===== config.mk =====
export PLATFORM = sky130hd
export DESIGN_NAME = store_merge_ctrl_flat
export DESIGN_NICKNAME = d
export VERILOG_FILES = /design/src/rtl/store_merge_ctrl_if.sv /design/src/rtl/store_merge_ctrl.sv /design/src/flat_wrapper.sv
export SDC_FILE = /design/constraint.sdc
export NUM_CORES = 1
export LEC_CHECK = 0
export BUFFER_PORTS_ARGS = -buffer_cell sky130_fd_sc_hd__buf_2
export CORE_ASPECT_RATIO = 1.1
export CORE_MARGIN = 2
export CORE_UTILIZATION = 57
export DETAILED_ROUTE_END_ITERATION = 8
export MAX_ROUTING_LAYER = met4
export PLACE_DENSITY_LB_ADDON = 0.08
export SYNTH_ARGS = -nofsm -noshare
export SYNTH_HDL_FRONTEND = slang
export SYNTH_SLANG_ARGS = --single-unit

===== constraint.sdc =====
create_clock -name clk -period 6 [get_ports clk]
set_input_delay 1.5 -clock clk [delete_from_list [all_inputs] [get_ports clk]]
set_output_delay 1.5 -clock clk [all_outputs]
set_load 0.02 [all_outputs]

===== src/rtl/store_merge_ctrl_if.sv =====
// Store-path bundle between the control unit, the store merge controller and memory.
// The slave side is the controller; the master side is the requester plus memory.
interface store_merge_ctrl_if;
    logic        start;
    logic [1:0]  size;
    logic [31:0] addr;
    logic [31:0] wdata;
    logic [31:0] mem_addr;
    logic        mem_wr;
    logic [31:0] mem_wdata;
    logic [31:0] mem_rdata;
    logic        busy;
    logic        done;
    logic        error;

    modport slave (
        input  start,
        input  size,
        input  addr,
        input  wdata,
        input  mem_rdata,
        output mem_addr,
        output mem_wr,
        output mem_wdata,
        output busy,
        output done,
        output error
    );

    modport master (
        output start,
        output size,
        output addr,
        output wdata,
        output mem_rdata,
        input  mem_addr,
        input  mem_wr,
        input  mem_wdata,
        input  busy,
        input  done,
        input  error
    );
endinterface


===== src/rtl/store_merge_ctrl.sv =====
// Sub-word store controller: read-modify-write for sh/sb, direct write for sw,
// single-cycle error completion for misaligned or reserved-size requests.
module store_merge_ctrl #(
    parameter int unsigned READ_WAIT = 1
) (
    input  logic               clk,
    input  logic               reset,
    store_merge_ctrl_if.slave  bus
);

    localparam logic [2:0] S_IDLE  = 3'd0;
    localparam logic [2:0] S_READ  = 3'd1;
    localparam logic [2:0] S_WRITE = 3'd2;
    localparam logic [2:0] S_DONE  = 3'd3;
    localparam logic [2:0] S_ERR   = 3'd4;

    localparam logic [1:0] SZ_WORD = 2'b00;
    localparam logic [1:0] SZ_HALF = 2'b01;
    localparam logic [1:0] SZ_BYTE = 2'b10;

    localparam logic [2:0] WAIT_LAST = READ_WAIT[2:0];

    logic [2:0]  r_state;
    logic [2:0]  w_next;
    logic [1:0]  r_size;
    logic [1:0]  r_off;
    logic [31:0] r_wdata;
    logic [31:0] r_rdata;
    logic [31:0] r_mem_addr;
    logic [31:0] r_mem_wdata;
    logic [2:0]  r_wait;
    logic        w_accept;
    logic        w_illegal;
    logic        w_read_last;
    logic [31:0] w_merged;

    function automatic logic is_illegal(input logic [1:0] sz, input logic [1:0] off);
        logic bad;
        bad = 1'b0;
        case (sz)
            SZ_WORD: bad = (off != 2'b00);
            SZ_HALF: bad = off[0];
            SZ_BYTE: bad = 1'b0;
            default: bad = 1'b1;
        endcase
        return bad;
    endfunction

    // Little-endian lane replacement on top of the captured memory word.
    function automatic logic [31:0] merge_word(input logic [1:0]  sz,
                                               input logic [1:0]  off,
                                               input logic [31:0] src,
                                               input logic [31:0] base);
        logic [31:0] m;
        m = base;
        case (sz)
            SZ_BYTE: begin
                case (off)
                    2'd0:    m[7:0]   = src[7:0];
                    2'd1:    m[15:8]  = src[7:0];
                    2'd2:    m[23:16] = src[7:0];
                    default: m[31:24] = src[7:0];
                endcase
            end
            SZ_HALF: begin
                if (off[1]) m[31:16] = src[15:0];
                else        m[15:0]  = src[15:0];
            end
            default: m = src;
        endcase
        return m;
    endfunction

    assign w_accept    = (r_state == S_IDLE) && bus.start;
    assign w_illegal   = is_illegal(bus.size, bus.addr[1:0]);
    assign w_read_last = (r_wait == WAIT_LAST);
    assign w_merged    = merge_word(r_size, r_off, r_wdata, r_rdata);

    always_comb begin
        w_next = r_state;
        case (r_state)
            S_IDLE: begin
                if (bus.start) begin
                    if (w_illegal)                 w_next = S_ERR;
                    else if (bus.size == SZ_WORD)  w_next = S_WRITE;
                    else                           w_next = S_READ;
                end
            end
            S_READ:  if (w_read_last) w_next = S_WRITE;
            S_WRITE: w_next = S_DONE;
            S_DONE:  w_next = S_IDLE;
            S_ERR:   w_next = S_IDLE;
            default: w_next = S_IDLE;
        endcase
    end

    always_ff @(posedge clk or negedge reset) begin
        if (!reset) r_state <= S_IDLE;
        else        r_state <= w_next;
    end

    always_ff @(posedge clk or negedge reset) begin
        if (!reset) begin
            r_size      <= 2'b00;
            r_off       <= 2'b00;
            r_wdata     <= 32'd0;
            r_rdata     <= 32'd0;
            r_mem_addr  <= 32'd0;
            r_mem_wdata <= 32'd0;
            r_wait      <= 3'd0;
        end else begin
            if (w_accept) begin
                r_size  <= bus.size;
                r_off   <= bus.addr[1:0];
                r_wdata <= bus.wdata;
                r_wait  <= 3'd0;
                // An erroring request never reaches memory, so the bus address holds.
                if (!w_illegal) r_mem_addr <= {bus.addr[31:2], 2'b00};
            end
            if (r_state == S_READ) begin
                if (w_read_last) r_rdata <= bus.mem_rdata;
                else             r_wait  <= r_wait + 3'd1;
            end
            if (r_state == S_WRITE) r_mem_wdata <= w_merged;
        end
    end

    assign bus.mem_addr  = r_mem_addr;
    assign bus.mem_wr    = (r_state == S_WRITE);
    assign bus.mem_wdata = (r_state == S_WRITE) ? w_merged : r_mem_wdata;
    assign bus.busy      = (r_state != S_IDLE);
    assign bus.done      = (r_state == S_DONE) || (r_state == S_ERR);
    assign bus.error     = (r_state == S_ERR);

endmodule


===== src/flat_wrapper.sv =====
// flat-port wrapper written by rule: the top's interface ports become plain ports
module store_merge_ctrl_flat 
#(
    parameter int unsigned READ_WAIT = 1
)
  (clk, reset, bus_start, bus_size, bus_addr, bus_wdata, bus_mem_rdata, bus_mem_addr, bus_mem_wr, bus_mem_wdata, bus_busy, bus_done, bus_error);
  store_merge_ctrl_if bus_i ();
  input  logic clk;
  input  logic reset;
  input wire logic [$bits(bus_i.start)-1:0] bus_start;
  input wire logic [$bits(bus_i.size)-1:0] bus_size;
  input wire logic [$bits(bus_i.addr)-1:0] bus_addr;
  input wire logic [$bits(bus_i.wdata)-1:0] bus_wdata;
  input wire logic [$bits(bus_i.mem_rdata)-1:0] bus_mem_rdata;
  output wire logic [$bits(bus_i.mem_addr)-1:0] bus_mem_addr;
  output wire logic [$bits(bus_i.mem_wr)-1:0] bus_mem_wr;
  output wire logic [$bits(bus_i.mem_wdata)-1:0] bus_mem_wdata;
  output wire logic [$bits(bus_i.busy)-1:0] bus_busy;
  output wire logic [$bits(bus_i.done)-1:0] bus_done;
  output wire logic [$bits(bus_i.error)-1:0] bus_error;
  assign bus_i.start = bus_start;
  assign bus_i.size = bus_size;
  assign bus_i.addr = bus_addr;
  assign bus_i.wdata = bus_wdata;
  assign bus_i.mem_rdata = bus_mem_rdata;
  assign bus_mem_addr = bus_i.mem_addr;
  assign bus_mem_wr = bus_i.mem_wr;
  assign bus_mem_wdata = bus_i.mem_wdata;
  assign bus_busy = bus_i.busy;
  assign bus_done = bus_i.done;
  assign bus_error = bus_i.error;
  store_merge_ctrl #(.READ_WAIT(READ_WAIT)) u_core (.clk(clk), .reset(reset), .bus(bus_i));
endmodule

* After elaboration in Yosys (flattened, before gate mapping)
Index checks and enable logic that the tools add are counted. W data, S select, Z words.
Storage, ports and cells: register bits after elaboration 136, bits of input ports 101, output and inout port bits 68, word-level logic and storage cells 51
Cells by class: add/sub/neg operators 1, eq/ne operators 13, multiplexer cells 17, bitwise operators 1, reductions and logical operators 11
Operator list (count):
- $pmux W32 S2 | 1
- $mux W16 | 2
- $mux W32 | 1
- $mux W8 | 4
- $mux W3 | 6
- $pmux W3 S3 | 1
- $eq A2 B1 Y1 const B | 3
- $eq A2 B2 Y1 const B | 3
- $eq A3 B1 Y1 const B | 2
- $eq A3 B2 Y1 const B | 2
- $reduce_and A2 Y1 | 3
- $logic_not A2 Y1 | 2
- $add A3 B1 Y3 const B | 1
- $eq A3 B3 Y1 const B | 1
- $logic_not A3 Y1 | 1
- $pmux W1 S3 | 1
- $reduce_bool A3 Y1 | 1
- $reduce_or A3 Y1 | 1
- $mux W2 | 1
- $ne A2 B1 Y1 const B | 1
- $ne A2 B2 Y1 const B | 1
- $reduce_bool A2 Y1 | 1
- $logic_and A1 B1 Y1 | 1
- $logic_or A1 B1 Y1 | 1
- $not A1 Y1 | 1

* Depth between registers and ports, before layout
Gate-level depths: netlist of run 1.
word-level depth 5, mapped depth 7

* Least setup slack after synthesis of run 1
No wires, ideal clock.
path type reg-to-output, start register u_core.r_size[0], end output port bus_mem_wdata[21], data arrival time 1.777 ns, data required time 4.500 ns, path slack 2.723 ns, cell stages (with the launch flop) 7, buffers on the path 2, path through dfrtp_1 > inv_1 > ha_1 > clkbuf_1 > clkbuf_1 > a221oi_1 > o21ai_1
Between the ends: word-level cells in the longest chain between the ends 3
Ends and longest elaborated chain:
- from (decl) | RTL line store_merge_ctrl.sv:25 | logic [1:0] r_size;
- from (signal assigned) | RTL line store_merge_ctrl.sv:113 | r_size <= bus.size;
- $eq A2 B1 Y1 or $eq A2 B2 Y1 (tied branches) | RTL line store_merge_ctrl.sv:56 | case (sz)
- $pmux W32 S2 (*) | RTL line store_merge_ctrl.sv:56
- $mux W32 (*) | RTL line store_merge_ctrl.sv:130 | assign bus.mem_wdata = (r_state == S_WRITE) ? w_merged : r_mem_wdata;
- to (decl) | RTL line flat_wrapper.sv:17 | output wire logic [$bits(bus_i.mem_wdata)-1:0] bus_mem_wdata;
Every way passes the cells marked *; elsewhere a longest branch is shown, timed or not.

* Worst setup path after layout of run 1
start register u_core.r_size[0], end output port bus_mem_wdata[8]
The elaborated chain is that of the path after synthesis.

==> reports/metrics.yaml, run 1 <==
status: "finished, final reports clean"
max_freq_mhz: 229
grt_overflow: 0
antenna_left: 0
wl_mm: 15.3
power_per_cell_area_nw_per_um2: 668
ir_drop_mv: 0.425
cts.sinks: 136
stdcell_count: 879
antenna_found_initial: 0
critPathKind: "flip-flop to output port"
leakagePower_nw: 3.86
hold_buffers: 0
arrival_ns: 2.86
cap_viol_max_count: 0
max_slew_margin_pct: 33.1
yosysWarnings: 0
num_antenna_cells: 0
grtUsageTotal_pct: 26.9
drt-initial-drc-count: 272
io_pins: 169
nets: 824
cts_buffers: 17
hold_violations: 0
fp.dieW_microns: 105
layout-drive-gt1-share_pct: 41.0
h-tree-depth: 4
first_global_vias: 4717
final_area_sq_um: 7890
fin_crit_sh_pct: 72.6
via_per_inst: 5.59
finalClockSkew_ns: 0.0108
syn_area_sq_um: 6380
yosys.cell_types.count: 36
critPathMaxFanout: 24
multi_input_area_sq_um: 2700
cts_tree: "done"
tightest_slew_ns: 0.998
fin_util_pct: 72.3
drt_pre_antenna_iters: 5
fillerInstances: 825
cts_root_buffer: "clkbuf_16"
clk_path_buf_depth: 2
cts_repair_resize_count: 0
hpwlAfterDp_mm: 10.2
gp_congestion: 0.755
synthesis.instances: 564
grt_start_max_net_pins: 106
rsz0062_at_grt: "false"
regArea_sq_um: 3400
dieArea_sq_um: 12100
start_util_pct: 58.5
fin_setup_tns_ns: 0
cts.clk_slew.worst_paths_ns: 0.06
vias: 4916
post_cts_buffers: 0
end_kind: "output port"
synthToLayoutAreaGrowth_pct: 23.7
hold_class: "flip-flop to flip-flop"
die-height_microns: 115
coreArea_sq_um: 10900
io_buffer_count: 166
place_area_sq_um: 7210
ys_seq_elements: 136
avgSynthCellArea_sq_um: 11.3
fin_crit_ns: 4.36
drv_slew: 0
clk_latency_ns: 0.41
seq_area_frac_synth_pct: 53.4
fp-row-count: 40
setup_violations: 0
start_kind: "flip-flop"
dp.cells: 847
wl_per_cell_microns: 17.4
grt_pass1_wl_mm: 24.4
drc: 0
cp.required_ns: 4.50
==> final timing paths <==
check | from | to | slack (ns) | depth (start not counted)
max in group asynchronous | reset | u_core.r_mem_wdata[6]$_DFF_PN0_ | 3.81 | 2
min in group asynchronous | reset | u_core.r_mem_wdata[18]$_DFF_PN0_ | 1.19 | 1
hold reg to reg | u_core.r_wdata[22]$_DFFE_PN0P_ | u_core.r_wdata[22]$_DFFE_PN0P_ | 0.47 | 2
hold / removal | u_core.r_wdata[22]$_DFFE_PN0P_ | u_core.r_wdata[22]$_DFFE_PN0P_ | 0.47 | 2
setup reg to reg | u_core.r_off[1]$_DFFE_PN0P_ | u_core.r_mem_wdata[17]$_DFF_PN0_ | 3.65 | 5
setup / recovery | u_core.r_size[0]$_DFFE_PN0P_ | bus_mem_wdata[8] | 1.64 | 7
==> critical path, stage by stage, from the launching register on <==
cell and delay, ns:
dfrtp_1 0.35, inv_1 0.06, ha_1 0.48, buf_4 0.29
inv_1 0.60, o21ai_0 0.19, o21ai_0 0.26, buf_2 0.22
==> metrics by stage <==
stage | power, mW | hold WS [ns] | setup WS (ns)
6_report | 5.27 | 0.465 | 1.64
5_1_grt | 5.60 | 0.496 | 1.45
3_5_place_dp | 4.10 | 0.457 | 2.10
4_1_cts | 5.29 | 0.472 | 1.65
3_3_place_gp | 4.02 | 0.453 | 2.14
2_1_floorplan | 3.39 | 0.440 | 2.72
==> power breakdown <==
| part | switching (mW) | internal [mW] |
|---|---|---|
| sequential | 0.309 | 1.37 |
| clock | 0.381 | 0.784 |
| combinational | 1.45 | 0.975 |
==> Yosys cell counts, drive strengths merged <==
cell type  instances  area (sq um)
clkbuf            14          53.8
ha                 4          50.1
conb               1          3.75
o31ai              2          20.0
nor3               1          10.0
mux2             110          1270
buf               25           195
nand3b             2          18.8
a221oi            32           330
clkinv             1          5.00
nor3b              1          12.5
and2               4          30.0
nand3              3          15.0
a31oi              2          12.5
a21o               1          7.51
nand2            130           488
or3b               1          8.76
dfrtp            136          3400
a221o              1          10.0
o21ai             56           280
nor2              23          86.3
a21oi              2          10.0
inv                7          26.3
nor2b              1          6.26
nand2b             4          25.0
==> cell families after synthesis <==
| kind of cell | count (synthesis) | share of synthesized area (%) |
|---|---|---|
| compound gates | 96 | 10.5 |
| fa+ha+maj | 4 | 0.785 |
| buf+inv | 47 | 4.39 |
| flops | 136 | 53.4 |
| mux | 110 | 19.9 |
| other cells | 1 | 0.0588 |
| simple gates | 170 | 11.0 |
==> flip-flops by register name, indices dropped and copies added (netlist names) <==
| signal | count |
|---|---|
| u_core.r_mem_wdata | 32 |
| u_core.r_rdata | 32 |
| u_core.r_wdata | 32 |
| u_core.bus.mem_addr | 30 |
| u_core.r_state | 3 |
| u_core.r_wait | 3 |
| u_core.r_off | 2 |
| u_core.r_size | 2 |
==> per-layer routing <==
metal  global-route usage [%]  part of all wire, %  wire [microns]  up-vias
li1                         -                    -               -     2283
met1                     34.5                   43            6650     2445
met2                     43.8                   50            7670      176
met3                     6.58                  5.6             852       12
met4                     6.31                 0.88             134        0
met5                        -                    0               0        -
==> cells in the final DEF, fill, tap and decap left out, types with 17 or more instances in the layout <==
cell type  netlist  routed
dfrtp_1        136     136
buf_2            9     165
a221oi_1        24      24
o21ai_0         34      34
mux2_1          30      30
nor2_1          23      23
o21ai_1         22      22
mux2_2          72      72
nand2_1        130     130
clkbuf_16        0      17
==> area by class of cell <==
| class | count | area share (%) |
|---|---|---|
| multi-input cells | 382 | 34.2 |
| repair buffers | 174 | 11.4 |
| flip-flops and latches | 136 | 43.2 |
| clock buffers | 22 | 6.14 |
| well taps | 147 | 2.33 |
| clock inverters | 10 | 2.40 |
| inverters | 8 | 0.397 |
No activity file was read; power rests on OpenSTA's default activity.
==> run 2: changes to the inputs <==
--- a/config.mk
+++ b/config.mk
@@ -8,7 +8,7 @@
 export BUFFER_PORTS_ARGS = -buffer_cell sky130_fd_sc_hd__buf_2
 export CORE_ASPECT_RATIO = 1.1
 export CORE_MARGIN = 2
-export CORE_UTILIZATION = 57
+export CORE_UTILIZATION = 48
 export DETAILED_ROUTE_END_ITERATION = 8
 export MAX_ROUTING_LAYER = met4
 export PLACE_DENSITY_LB_ADDON = 0.08
==> constraint.sdc (replaced) <==
create_clock -name clk -period 3.7 [get_ports clk]
set_input_delay 0.925 -clock clk [delete_from_list [all_inputs] [get_ports clk]]
set_output_delay 0.925 -clock clk [all_outputs]
set_load 0.02 [all_outputs]
==> reports/metrics.yaml, run 2 (synthesis results as in run 1) <==
ir_drop_mv: 0.634  # was 0.425 mV
cts.sinks: 136  # unchanged
hold_violations: 0  # unchanged
drt_pre_antenna_iters: 4  # was 5
critPathKind: "flip-flop to output port"  # unchanged
setup_violations: 0  # unchanged
drv_slew: 0  # unchanged
power_per_cell_area_nw_per_um2: 1080  # was 668 nW/um^2
max_slew_margin_pct: 26.8  # was 33.1%
die-height_microns: 125  # was 115 microns
first_global_vias: 4731  # was 4,717
fp.dieW_microns: 114  # was 105 microns
fin_crit_sh_pct: 95.0
hold_class: "flip-flop to flip-flop"  # unchanged
via_per_inst: 5.29  # was 5.59
fillerInstances: 1083  # was 825
fin_crit_ns: 3.51
layout-drive-gt1-share_pct: 41.2  # was 41.0%
wl_mm: 15.1  # was 15.3 mm
num_antenna_cells: 0  # unchanged
multi_input_area_sq_um: 2700  # unchanged
start_kind: "flip-flop"  # unchanged
hpwlAfterDp_mm: 10.5  # was 10.2 mm
fin_util_pct: 60.4  # was 72.3%
clk_path_buf_depth: 2  # unchanged
h-tree-depth: 4  # unchanged
critPathMaxFanout: 13  # was 24
dieArea_sq_um: 14200  # was 12,100 sq um
fp-row-count: 44  # was 40
cap_viol_max_count: 0  # unchanged
start_util_pct: 48.7  # was 58.5%
rrSetupSlack_ns: 1.55  # was 3.65 ns
wl_per_cell_microns: 16.9  # was 17.4 microns
antenna_left: 0  # unchanged
synthToLayoutAreaGrowth_pct: 24.2  # was 23.7%
layout_commonest_cell: "buf_2"  # unchanged
coreArea_sq_um: 13100  # was 10,900 sq um
cts_repair_resize_count: 0  # unchanged
tightest_slew_ns: 1.10  # was 0.998 ns
vias: 4736  # was 4,916
end_kind: "output port"  # unchanged
finalClockSkew_ns: 0.0116  # was 0.0108 ns
cts.clk_slew.worst_paths_ns: 0.06  # about the same
arrival_ns: 2.59  # was 2.86 ns
clk_latency_ns: 0.42  # was 0.41 ns
cp.required_ns: 2.77  # was 4.50 ns
rsz0062_at_grt: "false"  # unchanged
io_pins: 169  # unchanged
grtUsageTotal_pct: 22.7  # was 26.9%
post_cts_buffers: 0  # unchanged
gp_congestion: 0.866  # was 0.755
cts_root_buffer: "clkbuf_16"  # unchanged
cts_buffers: 17  # unchanged
drc: 0  # unchanged
regArea_sq_um: 3400  # unchanged
io_buffer_count: 166  # unchanged
status: "finished, final reports clean"  # unchanged
layout_common_cells: "165 x buf_2, 136 x dfrtp_1, 130 x nand2_1, 72 x mux2_2, 34 x o21ai_0"  # unchanged
hold_buffers: 0  # unchanged
antenna_found_initial: 0  # unchanged
leakagePower_nw: 3.87  # was 3.86 nW
cts_tree: "done"  # unchanged
fin_setup_tns_ns: 0  # unchanged
max_freq_mhz: 285
nets: 827  # was 824
drt-initial-drc-count: 238  # was 272
grt_start_max_net_pins: 122  # was 106
grt_pass1_wl_mm: 24.2  # was 24.4 mm
grt_overflow: 0  # unchanged
reg.largest.list: "u_core.r_mem_wdata: 32 flops, u_core.r_rdata: 32 flops, u_core.r_wdata: 32 flops"  # unchanged
## run 2: area by class of cell
type,instances,share of cell area (%)
clock inverters,11,2.45
multi-input cells,382,34.1
well taps,161,2.54
flip-flops and latches,136,43.0
clock buffers,21,5.94
inverters,8,0.395
repair buffers,177,11.6
## run 2: layer usage
layer / track usage (%) / part of all wire [%]
met3: 4.09 / 5.0
met1: 30.5 / 46
met4: 7.39 / 1.7
met5: - / 0
met2: 35.2 / 47
## run 2: worst max-delay path, stage by stage (launching register included)
cell      delay (ns)
dfrtp_1         0.61
nand2b_1        0.36
mux2_2          0.37
a221oi_1        0.48
o21ai_1         0.16
buf_2           0.18
## run 2: worst paths after layout
path | from | to | depth (start not counted)
worst max-delay path | u_core.r_off[1]$_DFFE_PN0P_ | bus_mem_wdata[17] | 5
worst min-delay path | u_core.r_wdata[18]$_DFFE_PN0P_ | u_core.r_wdata[18]$_DFFE_PN0P_ | 2
worst max register to register | u_core.r_state[1]$_DFFE_PN0P_ | u_core.r_rdata[11]$_DFFE_PN0P_ | 3
worst min register to register | u_core.r_wdata[18]$_DFFE_PN0P_ | u_core.r_wdata[18]$_DFFE_PN0P_ | 2
max in group asynchronous | reset | u_core.bus.mem_addr[10]$_DFFE_PN0P_ | 2
min in group asynchronous | reset | u_core.bus.mem_addr[16]$_DFFE_PN0P_ | 1
## run 2: where the power goes
| group | leakage [nW] | switching [mW] | internal, mW |
|---|---|---|---|
| Combinational | 1.89 | 2.32 | 1.60 |
| Clock | 0.323 | 0.630 | 1.25 |
| Sequential | 1.66 | 0.498 | 2.22 |
## run 2: through the flow
step	setup slack, ns	cells	hold slack [ns]	area (sq um)	power [mW]
detailed placement	0.616	864	0.457	7250	6.69
global route	0.0341	896	0.486	7920	9.11
finish	0.187	896	0.469	7920	8.52
global placement	0.640	864	0.455	7250	6.60
floorplan	0.998	565	0.440	6380	5.49
CTS	0.185	896	0.472	7920	8.60
==> run 3: changes to the inputs <==
==> constraint.sdc (replaced) <==
create_clock -name clk -period 3.7 [get_ports clk]
set_input_delay 0.74 -clock clk [delete_from_list [all_inputs] [get_ports clk]]
set_output_delay 0.74 -clock clk [all_outputs]
set_load 0.02 [all_outputs]
==> reports/metrics.yaml, run 3 (synthesis results as in run 1) <==
status: "finished, final reports clean"  # unchanged
end_kind: "output port"  # unchanged
path_depth: 6  # was 5
drt_pre_antenna_iters: 4  # unchanged
num_antenna_cells: 0  # unchanged
grt_pass1_wl_mm: 25.1  # was 24.2 mm
cp.required_ns: 2.96  # was 2.77 ns
max_slew_margin_pct: 37.5  # was 26.8%
power_per_cell_area_nw_per_um2: 1050  # was 1080 nW/um^2
drv_slew: 0  # unchanged
ir_drop_mv: 0.485  # was 0.634 mV
fillerInstances: 1133  # was 1,083
drt-initial-drc-count: 246  # was 238
antenna_left: 0  # unchanged
leakagePower_nw: 3.81  # was 3.87 nW
max_freq_mhz: 296  # was 285 MHz
cap_viol_max_count: 0  # unchanged
post_cts_buffers: 0  # unchanged
wl_mm: 15.6  # was 15.1 mm
drc: 0  # unchanged
die-height_microns: 125  # unchanged
coreArea_sq_um: 13100  # unchanged
multi_input_area_sq_um: 2700  # about the same
fin_crit_sh_pct: 91.3  # was 95.0%
path_delay_family: "compound AO/OA/AOI/OAI gates"  # unchanged
nets: 827  # unchanged
final_area_sq_um: 7800  # was 7920 sq um
h-tree-depth: 4  # unchanged
cts_root_buffer: "clkbuf_16"  # unchanged
dp.cells: 864  # unchanged
fp.dieW_microns: 114  # unchanged
start_kind: "flip-flop"  # unchanged
vias: 4756  # was 4,736
cts_tree: "done"  # unchanged
critPathMaxStageDelay_ns: 0.49  # was 0.61 ns
setup_violations: 0  # unchanged
regArea_sq_um: 3400  # unchanged
layout_commonest_cell: "buf_2"  # unchanged
grt_overflow: 0  # unchanged
cts_repair_resize_count: 0  # unchanged
rsz0062_at_grt: "false"  # unchanged
reg.largest.list: "u_core.r_mem_wdata: 32 flops, u_core.r_rdata: 32 flops, u_core.r_wdata: 32 flops"  # unchanged
clk_latency_ns: 0.42  # about the same
cts.clk_slew.worst_paths_ns: 0.06  # about the same
finalClockSkew_ns: 0.00765  # was 0.0116 ns
layout_common_cells: "165 x buf_2, 136 x dfrtp_1, 130 x nand2_1, 72 x mux2_2, 34 x o21ai_0"  # unchanged
worst-path-buf-inv: 2  # was 1
arrival_ns: 2.64  # was 2.59 ns
stdcell_count: 896  # unchanged
first_global_vias: 4893  # was 4,731
fin_ws_ns: 0.321  # was 0.187 ns
r2r.worst_path.cells: 5  # was 3
dieArea_sq_um: 14200  # unchanged
io_buffer_count: 166  # unchanged
synthToLayoutAreaGrowth_pct: 22.3  # was 24.2%
critPathMaxFanout: 13  # unchanged
place_area_sq_um: 7270  # was 7250 sq um
via_per_inst: 5.31  # was 5.29
grtUsageTotal_pct: 23.6  # was 22.7%
crit_slowest_cell: "dfrtp_1"  # unchanged
fp-row-count: 44  # unchanged
hold_class: "primary input to async pin"  # was flip-flop to flip-flop
grt_start_max_net_pins: 82  # was 122
fin_crit_ns: 3.38  # was 3.51 ns
wl_per_cell_microns: 17.4  # was 16.9 microns
antenna_found_initial: 0  # unchanged
layout-drive-gt1-share_pct: 41.1  # was 41.2%
cts_buffers: 17  # unchanged
io_pins: 169  # unchanged
clk_path_buf_depth: 2  # unchanged
hold_buffers: 0  # unchanged
hold_violations: 0  # unchanged
start_util_pct: 48.7  # unchanged
tightest_slew_ns: 0.933  # was 1.10 ns
gp_congestion: 0.816  # was 0.866
fin_setup_tns_ns: 0  # unchanged
crit_chain: "buf_4, nand2b_1, mux2_2, a221oi_1, o21ai_1, buf_2"  # was nand2b_1, mux2_2, a221oi_1, o21ai_1, buf_2
dp_slack_ns: 0.619  # was 0.616 ns
hpwlAfterDp_mm: 10.8  # was 10.5 mm
critPathKind: "flip-flop to output port"  # unchanged
cts.sinks: 136  # unchanged
[run 3: where the power goes]
| part | switching (mW) | internal [mW] |
|---|---|---|
| registers | 0.510 | 2.22 |
| logic | 2.35 | 1.61 |
| clock network | 0.603 | 0.899 |
| total | 3.46 | 4.73 |
[run 3: layout make-up]
cell class / instances / area share [%]
inverters: 8 / 0.401
flip-flops and latches: 136 / 43.6
clock buffers: 23 / 6.13
well taps: 161 / 2.58
clock inverters: 9 / 0.642
repair buffers: 177 / 12.0
multi-input cells: 382 / 34.6
[run 3: final timing paths]
path                                                       end  slack, ns                      startpoint
max reg2reg                   u_core.r_mem_wdata[19]$_DFF_PN0_       1.52     u_core.r_off[1]$_DFFE_PN0P_
min                        u_core.bus.mem_addr[16]$_DFFE_PN0P_       0.35                           reset
min reg2reg                     u_core.r_wdata[24]$_DFFE_PN0P_       0.47  u_core.r_wdata[24]$_DFFE_PN0P_
max                                          bus_mem_wdata[19]       0.32     u_core.r_off[1]$_DFFE_PN0P_
min in group clk                u_core.r_wdata[24]$_DFFE_PN0P_       0.47  u_core.r_wdata[24]$_DFFE_PN0P_
max in group asynchronous       u_core.r_wdata[21]$_DFFE_PN0P_       2.56                           reset
[run 3: through the flow]
step / utilization (%) / hold slack (ns) / power (mW)
3_3_place_gp: 55.5 / 0.455 / 6.60
4_1_cts: 59.5 / 0.389 / 8.26
3_5_place_dp: 55.5 / 0.457 / 6.73
5_1_grt: 59.5 / 0.410 / 8.78
2_1_floorplan: - / 0.440 / 5.49
6_report: 59.5 / 0.347 / 8.19
[run 3: layer usage]
layer / GRT usage, % / wire, microns / part of all wire (%)
met1: 30.3 / 6940 / 45
met4: 9.61 / 302 / 1.9
met2: 36.7 / 7390 / 47
met5: - / 0 / 0
met3: 4.77 / 957 / 6.1
